==> config.mk <==
export PLATFORM = sky130hd
export DESIGN_NAME = perf_mon
export DESIGN_NICKNAME = d
export VERILOG_FILES = /design/src/rtl/perf_pkg.sv /design/src/rtl/perf_chan.sv /design/src/rtl/perf_mon.sv
export SDC_FILE = /design/constraint.sdc
export NUM_CORES = 1
export LEC_CHECK = 0
export CAP_MARGIN = 25
export CORE_MARGIN = 1.5
export CORE_UTILIZATION = 40
export DETAILED_ROUTE_END_ITERATION = 8
export PLACE_DENSITY = 0.69
export SYNTH_ARGS = -nofsm -noshare
export SYNTH_HDL_FRONTEND = slang
export SYNTH_SLANG_ARGS = --single-unit
==> constraint.sdc <==
create_clock -name i_clk -period 4.6 [get_ports i_clk]
set_input_delay 0.69 -clock i_clk [delete_from_list [all_inputs] [get_ports i_clk]]
set_output_delay 0.69 -clock i_clk [all_outputs]
set_load 0.005 [all_outputs]
==> src/rtl/perf_pkg.sv <==
// Shared definitions for the Wishbone performance monitor.
// Holds the register map offsets, CTRL bit positions and the per-channel
// counter index used to address REQ / ACK / MAXLAT inside a channel block.
package perf_pkg;

    // Register offsets relative to the slave base address
    localparam logic [15:0] CTRL_OFF   = 16'h0000;
    localparam logic [15:0] STATUS_OFF = 16'h0004;
    localparam logic [15:0] CH_BASE    = 16'h0010;
    localparam logic [15:0] CH_STRIDE  = 16'h0010;

    // CTRL register bit positions
    localparam int CTRL_EN   = 0;
    localparam int CTRL_CLR  = 1;
    localparam int CTRL_SNAP = 2;
    localparam int CTRL_SHRD = 3;

    // Counter slot inside one channel (word index within the channel block)
    typedef enum logic [1:0] {
        CNT_REQ    = 2'd0,
        CNT_ACK    = 2'd1,
        CNT_MAXLAT = 2'd2
    } cnt_idx_e;

endpackage

==> src/rtl/perf_chan.sv <==
// One monitored master: request / acknowledge counters, worst-case latency
// tracker, snapshot shadows and overflow pulses.
// Ports:
//   i_clk, i_rst        clock, synchronous active-high reset
//   i_en                counting enable (latency tracker runs regardless)
//   i_clr_all           clear all counters and the running latency
//   i_snap              copy every live counter into its shadow
//   i_cnt_clr[2:0]      clear one counter (indexed by cnt_idx_e)
//   i_mon_cyc/stb/ack   monitored master signals
//   o_live, o_shadow    live and shadow counter values
//   o_ovf[2:0]          registered one-cycle overflow pulses
module perf_chan import perf_pkg::*; #(
    parameter int CW  = 32,
    parameter bit SAT = 1'b0
) (
    input  logic                 i_clk,
    input  logic                 i_rst,
    input  logic                 i_en,
    input  logic                 i_clr_all,
    input  logic                 i_snap,
    input  logic [2:0]           i_cnt_clr,
    input  logic                 i_mon_cyc,
    input  logic                 i_mon_stb,
    input  logic                 i_mon_ack,
    output logic [2:0][CW-1:0]   o_live,
    output logic [2:0][CW-1:0]   o_shadow,
    output logic [2:0]           o_ovf
);

    localparam logic [CW-1:0] ONES = {CW{1'b1}};
    localparam logic [CW-1:0] ZERO = {CW{1'b0}};
    localparam logic [CW-1:0] ONE  = {{(CW-1){1'b0}}, 1'b1};

    logic [2:0][CW-1:0] r_cnt;
    logic [2:0][CW-1:0] r_shadow;
    logic [CW-1:0]      r_cur;
    logic [2:0]         r_ovf;

    logic [CW-1:0] w_req_nxt, w_ack_nxt, w_max_nxt, w_cur_nxt, w_lat;
    logic          w_req_ovf, w_ack_ovf, w_max_ovf;
    logic          w_inc_req, w_inc_ack, w_lat_evt;

    // Clear beats increment; an increment from all-ones flags overflow and
    // then either wraps or sticks depending on SAT. Returns {ovf, next}.
    function automatic logic [CW:0] cnt_step(input logic [CW-1:0] cnt,
                                             input logic clr, input logic inc);
        if (clr) begin
            cnt_step = {1'b0, ZERO};
        end else if (inc && cnt == ONES) begin
            cnt_step = {1'b1, (SAT ? ONES : ZERO)};
        end else if (inc) begin
            cnt_step = {1'b0, cnt + ONE};
        end else begin
            cnt_step = {1'b0, cnt};
        end
    endfunction

    assign w_inc_req = i_en & i_mon_cyc & i_mon_stb;
    assign w_inc_ack = i_en & i_mon_cyc & i_mon_ack;
    assign w_lat_evt = i_en & i_mon_cyc & i_mon_stb & i_mon_ack;

    assign {w_req_ovf, w_req_nxt} = cnt_step(r_cnt[CNT_REQ], i_clr_all | i_cnt_clr[CNT_REQ], w_inc_req);
    assign {w_ack_ovf, w_ack_nxt} = cnt_step(r_cnt[CNT_ACK], i_clr_all | i_cnt_clr[CNT_ACK], w_inc_ack);

    // Latency of the completing access; saturated waits yield an all-ones candidate
    assign w_lat = (r_cur == ONES) ? ONES : (r_cur + ONE);

    // Worst-case latency update, gated by EN and overridden by any clear
    always_comb begin
        w_max_nxt = r_cnt[CNT_MAXLAT];
        w_max_ovf = 1'b0;
        if (i_clr_all || i_cnt_clr[CNT_MAXLAT]) begin
            w_max_nxt = ZERO;
        end else if (w_lat_evt) begin
            w_max_ovf = (w_lat == ONES);
            w_max_nxt = (w_lat > r_cnt[CNT_MAXLAT]) ? w_lat : r_cnt[CNT_MAXLAT];
        end else begin
            w_max_nxt = r_cnt[CNT_MAXLAT];
        end
    end

    // Running wait-cycle count of the current access; dropping cyc aborts it
    always_comb begin
        w_cur_nxt = r_cur;
        if (i_clr_all || !i_mon_cyc) begin
            w_cur_nxt = ZERO;
        end else if (i_mon_stb && !i_mon_ack) begin
            w_cur_nxt = (r_cur == ONES) ? ONES : (r_cur + ONE);
        end else if (i_mon_stb && i_mon_ack) begin
            w_cur_nxt = ZERO;
        end else begin
            w_cur_nxt = r_cur;
        end
    end

    // State registers: counters, tracker, shadows and overflow pulses
    always_ff @(posedge i_clk) begin
        if (i_rst) begin
            r_cnt    <= {(3*CW){1'b0}};
            r_shadow <= {(3*CW){1'b0}};
            r_cur    <= ZERO;
            r_ovf    <= 3'b000;
        end else begin
            r_cnt[CNT_REQ]    <= w_req_nxt;
            r_cnt[CNT_ACK]    <= w_ack_nxt;
            r_cnt[CNT_MAXLAT] <= w_max_nxt;
            r_cur             <= w_cur_nxt;
            r_ovf             <= {w_max_ovf, w_ack_ovf, w_req_ovf};
            if (i_snap) begin
                r_shadow <= r_cnt;
            end
        end
    end

    assign o_live   = r_cnt;
    assign o_shadow = r_shadow;
    assign o_ovf    = r_ovf;

endmodule

==> src/rtl/perf_mon.sv <==
// Wishbone performance monitor top: slave decode, CTRL/STATUS registers,
// read mux, and NCH perf_chan instances.
// Ports:
//   i_clk, i_rst                 clock, synchronous active-high reset
//   i_wb_cyc/stb/we/adr/dat/sel  slave request (sel ignored, full words)
//   o_wb_dat, o_wb_ack           registered read data and acknowledge
//   o_wb_err, o_wb_rty           always 0
//   i_mon_cyc/stb/ack[NCH]       monitored masters, bit i = channel i
module perf_mon import perf_pkg::*; #(
    parameter int          NCH  = 2,
    parameter int          CW   = 32,
    parameter bit          SAT  = 1'b0,
    parameter logic [31:0] BASE = 32'h9900_0000
) (
    input  logic            i_clk,
    input  logic            i_rst,
    input  logic            i_wb_cyc,
    input  logic            i_wb_stb,
    input  logic            i_wb_we,
    input  logic [31:0]     i_wb_adr,
    input  logic [31:0]     i_wb_dat,
    input  logic [3:0]      i_wb_sel,
    output logic [31:0]     o_wb_dat,
    output logic            o_wb_ack,
    output logic            o_wb_err,
    output logic            o_wb_rty,
    input  logic [NCH-1:0]  i_mon_cyc,
    input  logic [NCH-1:0]  i_mon_stb,
    input  logic [NCH-1:0]  i_mon_ack
);

    localparam int SW = 3 * NCH;

    logic              r_ack, r_en, r_shrd;
    logic [31:0]       r_dat;
    logic [SW-1:0]     r_status;

    logic              w_acc, w_wr, w_hit, w_is_ctrl, w_is_stat, w_is_chan;
    logic              w_clr_all, w_snap, w_unused;
    logic [15:0]       w_off, w_rel, w_ch_idx;
    logic [1:0]        w_k;
    logic [31:0]       w_rd;
    logic [SW-1:0]     w_ovf;
    logic [NCH-1:0][2:0][CW-1:0] w_live, w_shadow;
    logic [NCH-1:0][2:0]         w_cnt_clr;
    logic [NCH-1:0][31:0]        w_ch_val;
    logic [NCH:0][31:0]          w_or;

    // Pick one counter of a channel, live or shadow, zero-extended to 32 bits
    function automatic logic [31:0] pick(input logic [2:0][CW-1:0] live,
                                         input logic [2:0][CW-1:0] shdw,
                                         input logic shrd, input logic [1:0] k);
        logic [2:0][CW-1:0] src;
        src = shrd ? shdw : live;
        case (k)
            CNT_REQ:    pick = 32'(src[CNT_REQ]);
            CNT_ACK:    pick = 32'(src[CNT_ACK]);
            CNT_MAXLAT: pick = 32'(src[CNT_MAXLAT]);
            default:    pick = 32'h0000_0000;
        endcase
    endfunction

    assign w_acc     = i_wb_cyc & i_wb_stb & ~r_ack;
    assign w_wr      = w_acc & i_wb_we;
    assign w_hit     = (i_wb_adr[31:16] == BASE[31:16]);
    assign w_off     = i_wb_adr[15:0];
    assign w_is_ctrl = w_hit && (w_off[15:2] == CTRL_OFF[15:2]);
    assign w_is_stat = w_hit && (w_off[15:2] == STATUS_OFF[15:2]);
    // Channel block: 16-byte stride, word 3 of each block is a hole
    assign w_rel     = w_off - CH_BASE;
    assign w_ch_idx  = w_rel / CH_STRIDE;
    assign w_k       = w_rel[3:2];
    assign w_is_chan = w_hit && (w_off >= CH_BASE) && (w_ch_idx < 16'(NCH)) && (w_k != 2'd3);
    assign w_clr_all = w_wr & w_is_ctrl & i_wb_dat[CTRL_CLR];
    assign w_snap    = w_wr & w_is_ctrl & i_wb_dat[CTRL_SNAP];
    assign w_unused  = ^{i_wb_sel, w_off[1:0], i_wb_dat};

    assign w_or[0] = 32'h0000_0000;

    for (genvar c = 0; c < NCH; c++) begin : g_chan
        for (genvar k = 0; k < 3; k++) begin : g_clr
            assign w_cnt_clr[c][k] = w_wr && w_is_chan && (w_ch_idx == 16'(c)) && (w_k == 2'(k));
        end

        assign w_ch_val[c] = (w_is_chan && w_ch_idx == 16'(c)) ?
                             pick(w_live[c], w_shadow[c], r_shrd, w_k) : 32'h0000_0000;
        assign w_or[c+1]   = w_or[c] | w_ch_val[c];

        perf_chan #(.CW(CW), .SAT(SAT)) u_chan (
            .i_clk     (i_clk),
            .i_rst     (i_rst),
            .i_en      (r_en),
            .i_clr_all (w_clr_all),
            .i_snap    (w_snap),
            .i_cnt_clr (w_cnt_clr[c]),
            .i_mon_cyc (i_mon_cyc[c]),
            .i_mon_stb (i_mon_stb[c]),
            .i_mon_ack (i_mon_ack[c]),
            .o_live    (w_live[c]),
            .o_shadow  (w_shadow[c]),
            .o_ovf     (w_ovf[3*c +: 3])
        );
    end

    // Read data mux; unmapped locations read as zero
    always_comb begin
        w_rd = 32'h0000_0000;
        if (w_is_ctrl) begin
            w_rd = {28'h000_0000, r_shrd, 1'b0, 1'b0, r_en};
        end else if (w_is_stat) begin
            w_rd = 32'(r_status);
        end else if (w_is_chan) begin
            w_rd = w_or[NCH];
        end else begin
            w_rd = 32'h0000_0000;
        end
    end

    // Bus handshake: one wait state, single-cycle ack, data latched on access
    always_ff @(posedge i_clk) begin
        if (i_rst) begin
            r_ack <= 1'b0;
            r_dat <= 32'h0000_0000;
        end else begin
            r_ack <= w_acc;
            if (w_acc) begin
                r_dat <= i_wb_we ? 32'h0000_0000 : w_rd;
            end
        end
    end

    // CTRL register: EN and SHRD are stored, CLR and SNAP are strobes only
    always_ff @(posedge i_clk) begin
        if (i_rst) begin
            r_en   <= 1'b1;
            r_shrd <= 1'b0;
        end else if (w_wr && w_is_ctrl) begin
            r_en   <= i_wb_dat[CTRL_EN];
            r_shrd <= i_wb_dat[CTRL_SHRD];
        end
    end

    // Sticky overflow flags; a new pulse wins over a coincident W1C
    always_ff @(posedge i_clk) begin
        if (i_rst || w_clr_all) begin
            r_status <= {SW{1'b0}};
        end else if (w_wr && w_is_stat) begin
            r_status <= (r_status & ~i_wb_dat[SW-1:0]) | w_ovf;
        end else begin
            r_status <= r_status | w_ovf;
        end
    end

    assign o_wb_dat = r_dat;
    assign o_wb_ack = r_ack;
    assign o_wb_err = 1'b0;
    assign o_wb_rty = 1'b0;

endmodule

== After elaboration in Yosys (flattened, before gate mapping) ==
Cells that the tools add are included.

* Bitwise operators: 26
* Equal/unequal tests: 14
* Reductions and logical operators: 56
* Multiplexer cells: 25
* Magnitude comparators: 4
* Add/subtract/negate cells: 7

{| class="wikitable"
|+ Operators by type and width
! kind !! number
|-
| 32-bit 2-to-1 mux || 16
|-
| 32-bit equality test (second input constant) || 8
|-
| 32-bit by 1-bit adder with 32-bit output (second input constant) || 6
|-
| 96-bit 2-to-1 mux || 2
|-
| 32-bit one-hot mux with 3 select lines || 2
|-
| 33-bit 2-to-1 mux || 4
|-
| 32-bit > comparator || 2
|-
| 32-bit OR || 1
|-
| 1-bit logical AND || 26
|-
| 3-bit OR reduction || 6
|-
| 16-bit equality test (second input constant) || 1
|-
| 16-bit by 5-bit >= comparator with 1-bit output (second input constant) || 1
|-
| 16-bit zero test || 1
|-
| 2-bit OR reduction || 8
|-
| 16-bit by 5-bit subtractor with 16-bit output (second input constant) || 1
|-
| 1-bit AND || 14
|-
| 14-bit by 1-bit equality test with 1-bit output (second input constant) || 1
|-
| 14-bit zero test || 1
|-
| 12-bit by 1-bit equality test with 1-bit output (second input constant) || 1
|-
| 12-bit by 2-bit < comparator with 1-bit output (second input constant) || 1
|-
| 6-bit OR || 2
|-
| 6-bit AND || 1
|-
| 6-bit 2-to-1 mux || 1
|-
| 6-bit inverter || 1
|-
| other kinds (10) || 24
|}

* Output and inout port bits: 35
* Word-level logic and storage cells: 157
* Bits of input ports: 79
* Register bits: 495

== Depth between registers and ports, before layout ==
* Word-level depth: 11
* Depth in mapped cells: 21

== Cells and area by module ==
Synthesis repeated with hierarchy kept, for this count alone.

* Cells, all modules: 3,091
* Area, all modules: 26,147.6 µm²

{| class="wikitable"
|+ By module, submodules not included
! module !! instances !! seq. area each (µm²) !! cells each !! area each (µm²)
|-
| perf_chan (g_chan[0].u_chan) || 1 || 4,544.4 || 1,209 || 10,471.3
|-
| perf_chan (g_chan[1].u_chan) || 1 || 4,544.4 || 1,211 || 10,437.5
|-
| perf_mon || 1 || 820.8 || 671 || 5,238.8
|}

== Worst setup path before layout ==
Ideal clock, no wire load.

* Kind: reg-to-reg
* Start: register g_chan[1].u_chan.r_cur[5]
* End: register g_chan[1].u_chan.r_cnt (netlist bit g_chan[1].u_chan.o_live[91])
* Slack: 0.327 ns
* Data arrival time: 4.156 ns
* Cell stages (with the launch flop): 21
* Setup time: 0.117 ns
* Required time: 4.483 ns
* Period minus slack after synthesis: 4.273 ns
* Cells stage by stage: dfxtp_1 buf_2 nand4_2 or3_1 buf_2 or3_1 clkbuf_1 buf_2 buf_2 nand2_1 ha_1 a21o_1 a221o_1 a221oi_1 o31ai_1 nand4_1 a21o_1 clkbuf_1 buf_2 mux2i_1 nor2_1

* Word-level cells in the longest chain between the ends: 4

{| class="wikitable"
|+ Ends and longest elaborated chain
! item !! line !! RTL
|-
| from (decl) || perf_chan.sv:36 || <nowiki>logic [CW-1:0] r_cur;</nowiki>
|-
| from (signal assigned) || perf_chan.sv:107 || <nowiki>r_cur <= w_cur_nxt;</nowiki>
|-
| 32-bit by 1-bit adder with 32-bit output or 32-bit equality test (tied branches) || perf_chan.sv:66 || <nowiki>assign w_lat = (r_cur == ONES) ? ONES : (r_cur + ONE);</nowiki>
|-
| 32-bit 2-to-1 mux (*) || perf_chan.sv:66 ||
|-
| named net g_chan[1].u_chan.w_lat[9] || perf_chan.sv:39 || <nowiki>logic [CW-1:0] w_req_nxt, w_ack_nxt, w_max_nxt, w_cur_nxt, w_lat;</nowiki>
|-
| 32-bit > comparator (*) || perf_chan.sv:76 || <nowiki>w_max_nxt = (w_lat > r_cnt[CNT_MAXLAT]) ? w_lat : r_cnt[CNT_MAXLAT];</nowiki>
|-
| 2-bit AND reduction (no source line) (*) || n/a ||
|-
| to (signal assigned) || perf_chan.sv:99 || <nowiki>r_cnt <= {(3*CW){1'b0}};</nowiki>
|-
| to (signal, indexed assignment) || perf_chan.sv:104 || <nowiki>r_cnt[CNT_REQ] <= w_req_nxt;</nowiki>
|-
| to (signal, indexed assignment) || perf_chan.sv:105 || <nowiki>r_cnt[CNT_ACK] <= w_ack_nxt;</nowiki>
|-
| to (decl) || perf_chan.sv:34 || <nowiki>logic [2:0][CW-1:0] r_cnt;</nowiki>
|}

The timed path passes the listed nets; every way through them passes the cells marked *.
A chain may end at the register's enable or synchronous reset.

== Worst setup path after layout ==
* Start: register g_chan[1].u_chan.r_cur[17]
* End: register g_chan[1].u_chan.r_cnt (netlist bit g_chan[1].u_chan.o_live[64])

* Word-level cells in the longest chain between the ends: 4

{| class="wikitable"
|+ Ends and longest elaborated chain
! item !! line
|-
| 32-bit equality test || perf_chan.sv:66
|-
| 32-bit 2-to-1 mux || perf_chan.sv:66
|-
| named net g_chan[1].u_chan.w_lat[7] || perf_chan.sv:39
|-
| 32-bit > comparator || perf_chan.sv:76
|-
| 2-bit AND reduction (no source line) || n/a
|}

The timed path passes the listed nets, and every way through them passes these cells.

==> impl_metrics.env <==
export IMPL_p_comb_share_pct=13.8
export IMPL_final_setup_skew_ns=0.0340
export IMPL_status="complete, no violations"
export IMPL_seq_power_share_pct=43.8
export IMPL_ys_seq_area_share_pct=38.9
export IMPL_antenna_found_initial=1
export IMPL_grt_pass1_vias=20251
export IMPL_holdCritStartpoint="g_chan[0].u_chan.o_shadow[27]"
export IMPL_detail_route_antenna_nets=0
export IMPL_synth_top_area_share_pct=38.9
export IMPL_diodes=0
export IMPL_syn_inst=3271
export IMPL_maxCapViolations=0
export IMPL_dr_pass1_iters=5
export IMPL_p_switching_mw=2.92
export IMPL_ys_async_sr_fraction_pct=0
export IMPL_clk_pin_slew_worst_paths_ns=0.06
export IMPL_clkSinkCount=495
export IMPL_setup_slack_ns=0.444
export IMPL_reg2reg_setup_slack_ns=0.44
export IMPL_vias=22497
export IMPL_via_per_inst=5.43
export IMPL_gp_congestion=0.872
export IMPL_hold_buffers=0
export IMPL_root_buffer="clkbuf_16"
export IMPL_synth_cell_types=77
export IMPL_die_area_um2=65200
export IMPL_slowest_delay_ns=0.62
export IMPL_yosys_area_share_simple_pct=24.1
export IMPL_numCtsBuffers=52
export IMPL_min_period_ns=4.16
export IMPL_synth_top_cell_by_area="dfxtp_1"
export IMPL_fin_setup_tns_ns=0
export IMPL_route_detailed_drc=0
export IMPL_ctsHtreeMaxLevel=2
export IMPL_irDropWorstVdd_mv=0.229
export IMPL_path_buf_inv=3
export IMPL_drt_iter0_markers=1740
export IMPL_io_pins=114
export IMPL_cp_cell_sequence="and3_1, nand4_1, or3_1, buf_4, nand2_1, ha_1, a2111oi_0, o221a_2, o31ai_1, buf_4, nand4_1, a21o_2, buf_12, mux2i_1, nor2_1"
export IMPL_grt_first_pass_wirelength_um=111000
export IMPL_p_clk_share_pct=42.4
export IMPL_worstSetupEndpointType="flop"
export IMPL_synth_xor_area_share_pct=5.77
export IMPL_synth_compound_area_share_pct=16.4
export IMPL_synth_area_per_cell_um2=7.79
export IMPL_synth_top_family_by_area="simple AND/OR/NAND/NOR gates"
export IMPL_area_growth_pct=13.8
export IMPL_reg2reg_depth=15
export IMPL_ys_flop_type="dfxtp_1"
export IMPL_nets=3410
export IMPL_cts_buffer_depth=3
export IMPL_p_int_mw=7.74
export IMPL_wire_per_inst_um=16.6
export IMPL_cellLeakagePower_nw=10.3
export IMPL_clock_fmax_mhz=241
export IMPL_synthesis_area_um2=25500
export IMPL_worstMarginPinSlew_ns=1.05
export IMPL_clock_latency_ns=0.61
export IMPL_whs_path_depth=2
export IMPL_grt_use_total_pct=20.6
export IMPL_post_cts_buffers=0
export IMPL_finalSetupViolCount=0
export IMPL_start_kind="flop"
export IMPL_crit_slowest_cell="or3_1"
export IMPL_critical_path_arrival_ns=4.60
export IMPL_die_w_um=255
export IMPL_core_area_um2=63100
export IMPL_drive_above_1_share_pct=6.55
export IMPL_fp_dieH_um=255
export IMPL_hold_violations=0
export IMPL_final_util_pct=46.0
export IMPL_crit_required_ns=5.05
export IMPL_slew_headroom_pct=29.7
export IMPL_yosysWarnings=0
export IMPL_crit_fanout=37
export IMPL_synth_fa_ha_area_share_pct=3.63
export IMPL_switching_share_pct=27.4
export IMPL_overflow=0
export IMPL_wirelength_um=68900
export IMPL_start_util_pct=40.4
export IMPL_row_count=92
export IMPL_synth_edf_count=0
export IMPL_maxSlewViolCount=0
export IMPL_layout_cells_non_filler=4146
export IMPL_hold_class="reg -> reg"
export IMPL_place_inst=4049
export IMPL_hold_end="g_chan[0].u_chan.o_shadow[27]"
export IMPL_r2r_end="g_chan[1].u_chan.o_live[64]"
export IMPL_postLayoutCellArea_um2=29000
export IMPL_grt_max_degree=105
export IMPL_critPathKind="reg -> reg"
export IMPL_place_hpwl_um=47400
export IMPL_place_area_um2=27200
export IMPL_power_density_nw_per_um2=367
export IMPL_ys_seq_elements=495
export IMPL_synthMuxAreaShare_pct=6.39
export IMPL_r2r_start="g_chan[1].u_chan.r_cur[17]"
export IMPL_cts_tree="yes"
export IMPL_portBuffers=79
export IMPL_pre_cts_ws_ns=0.315
export IMPL_cts_resized=0
export IMPL_grt_setup_unrepaired="no"
export IMPL_synth_top_cells_by_area="dfxtp_1 39%, nand2_1 10%, mux2i_1 6.2%"
export IMPL_crit_family="simple AND/OR/NAND/NOR gates"
export IMPL_fin_crit_sh_pct=90.3
metrics by stage:
stage	hold slack, ns	power (mW)
3_3_place_gp	0.429	6.20
4_1_cts	0.451	10.7
5_1_grt	0.465	11.1
3_5_place_dp	0.443	6.22
2_1_floorplan	0.413	5.66
6_report	0.449	10.7
placed cells by master (no fill, tap or decap), drive strengths merged, types with 18 or more instances in the layout:
cell type / instances
clkdlybuf4s50: 76
dfxtp: 495
o21ai: 148
xnor2: 61
xor2: 107
nor2: 331
o211ai: 62
nand3: 78
and3: 41
a21oi: 290
nor3: 23
nand4: 58
inv: 82
and4: 20
nor4: 18
ha: 74
o22ai: 31
a311oi: 21
nor2b: 62
a31oi: 22
mux2i: 157
clkbuf: 71
a211oi: 39
nand2: 680
buf: 80
a22o: 27
metal layers:
| layer | vias to the layer above | global-route usage [%] | share of wire, % |
|---|---|---|---|
| met5 | - | 0 | 0.019 |
| met4 | 2 | 5.94 | 2.2 |
| met3 | 87 | 3.37 | 7.0 |
| met2 | 648 | 31.4 | 43 |
| met1 | 10544 | 29.7 | 48 |
| li1 | 11216 | - | - |
worst max-delay path by stage:
stage / start / endpoint / slack [ns] / depth (start not counted)
after floorplan: g_chan[1].u_chan.r_cur[5] / g_chan[1].u_chan.o_live[91] / 0.33 / 20
after global placement: i_wb_adr[27] / g_chan[0].u_chan.o_live[50] / 0.38 / 11
after detailed placement: i_wb_adr[27] / g_chan[0].u_chan.o_live[55] / 0.31 / 11
after CTS: g_chan[0].u_chan.r_cur[0] / g_chan[0].u_chan.o_live[68] / 0.47 / 16
after global routing: g_chan[1].u_chan.r_cur[0] / g_chan[1].u_chan.o_live[65] / 0.13 / 16
final: g_chan[1].u_chan.r_cur[17] / g_chan[1].u_chan.o_live[64] / 0.44 / 15
state kept, by name (all words and copies together), names as in the netlist:
name / count
g_chan.u_chan.o_live: 192
g_chan.u_chan.o_shadow: 192
r_en: 1
o_wb_ack: 1
g_chan.u_chan.r_cur: 64
r_status: 6
o_wb_dat: 32
r_shrd: 1
g_chan.u_chan.o_ovf: 6
final cells by class:
type                       instances  area (um^2)
multi-input combinational       2470        14400
clock buffer                      71         1520
timing repair buffer             156         1510
inverter                          82          308
tap                              846         1060
sequential                       495         9910
clock inverter                    26          328
fill                            6168        34100
cells by family (layout without fill, tap and decap cells):
logic type	count (synthesis)	in the layout
other	1	2
adders and majority gates	74	74
and+or+nand+nor	1369	1369
muxes	162	162
xor gates and xnor gates	168	168
AOI/OAI and AO/OA	695	695
DFF	495	495
buffers and inverters	307	335
Yosys cell counts (all sizes together) (22+ instances only):
cell type / count
dfxtp: 495
o22ai: 31
mux2i: 157
a31oi: 22
a21oi: 290
o211ai: 62
a22o: 27
clkbuf: 150
nor2: 331
xnor2: 61
o21ai: 148
nand4: 58
ha: 74
inv: 82
xor2: 107
a211oi: 39
nand3: 78
nor3: 23
and3: 41
buf: 75
nand2: 680
nor2b: 62
worst min-delay path: cells and delay by family (launching register included):
kind,cells,cell delay [ns]
compound gates,1,0.05
flops,1,0.31
simple gates,1,0.05
power by group through the flow:
stage,combinational [mW],sequential [mW],clock (mW)
4_1_cts,1.46,4.68,4.61
6_report,1.47,4.67,4.52
2_1_floorplan,1.00,4.65,0
5_1_grt,1.62,4.69,4.78
3_3_place_gp,1.43,4.77,0
3_5_place_dp,1.45,4.77,0
(Power assumes the default switching activity.)
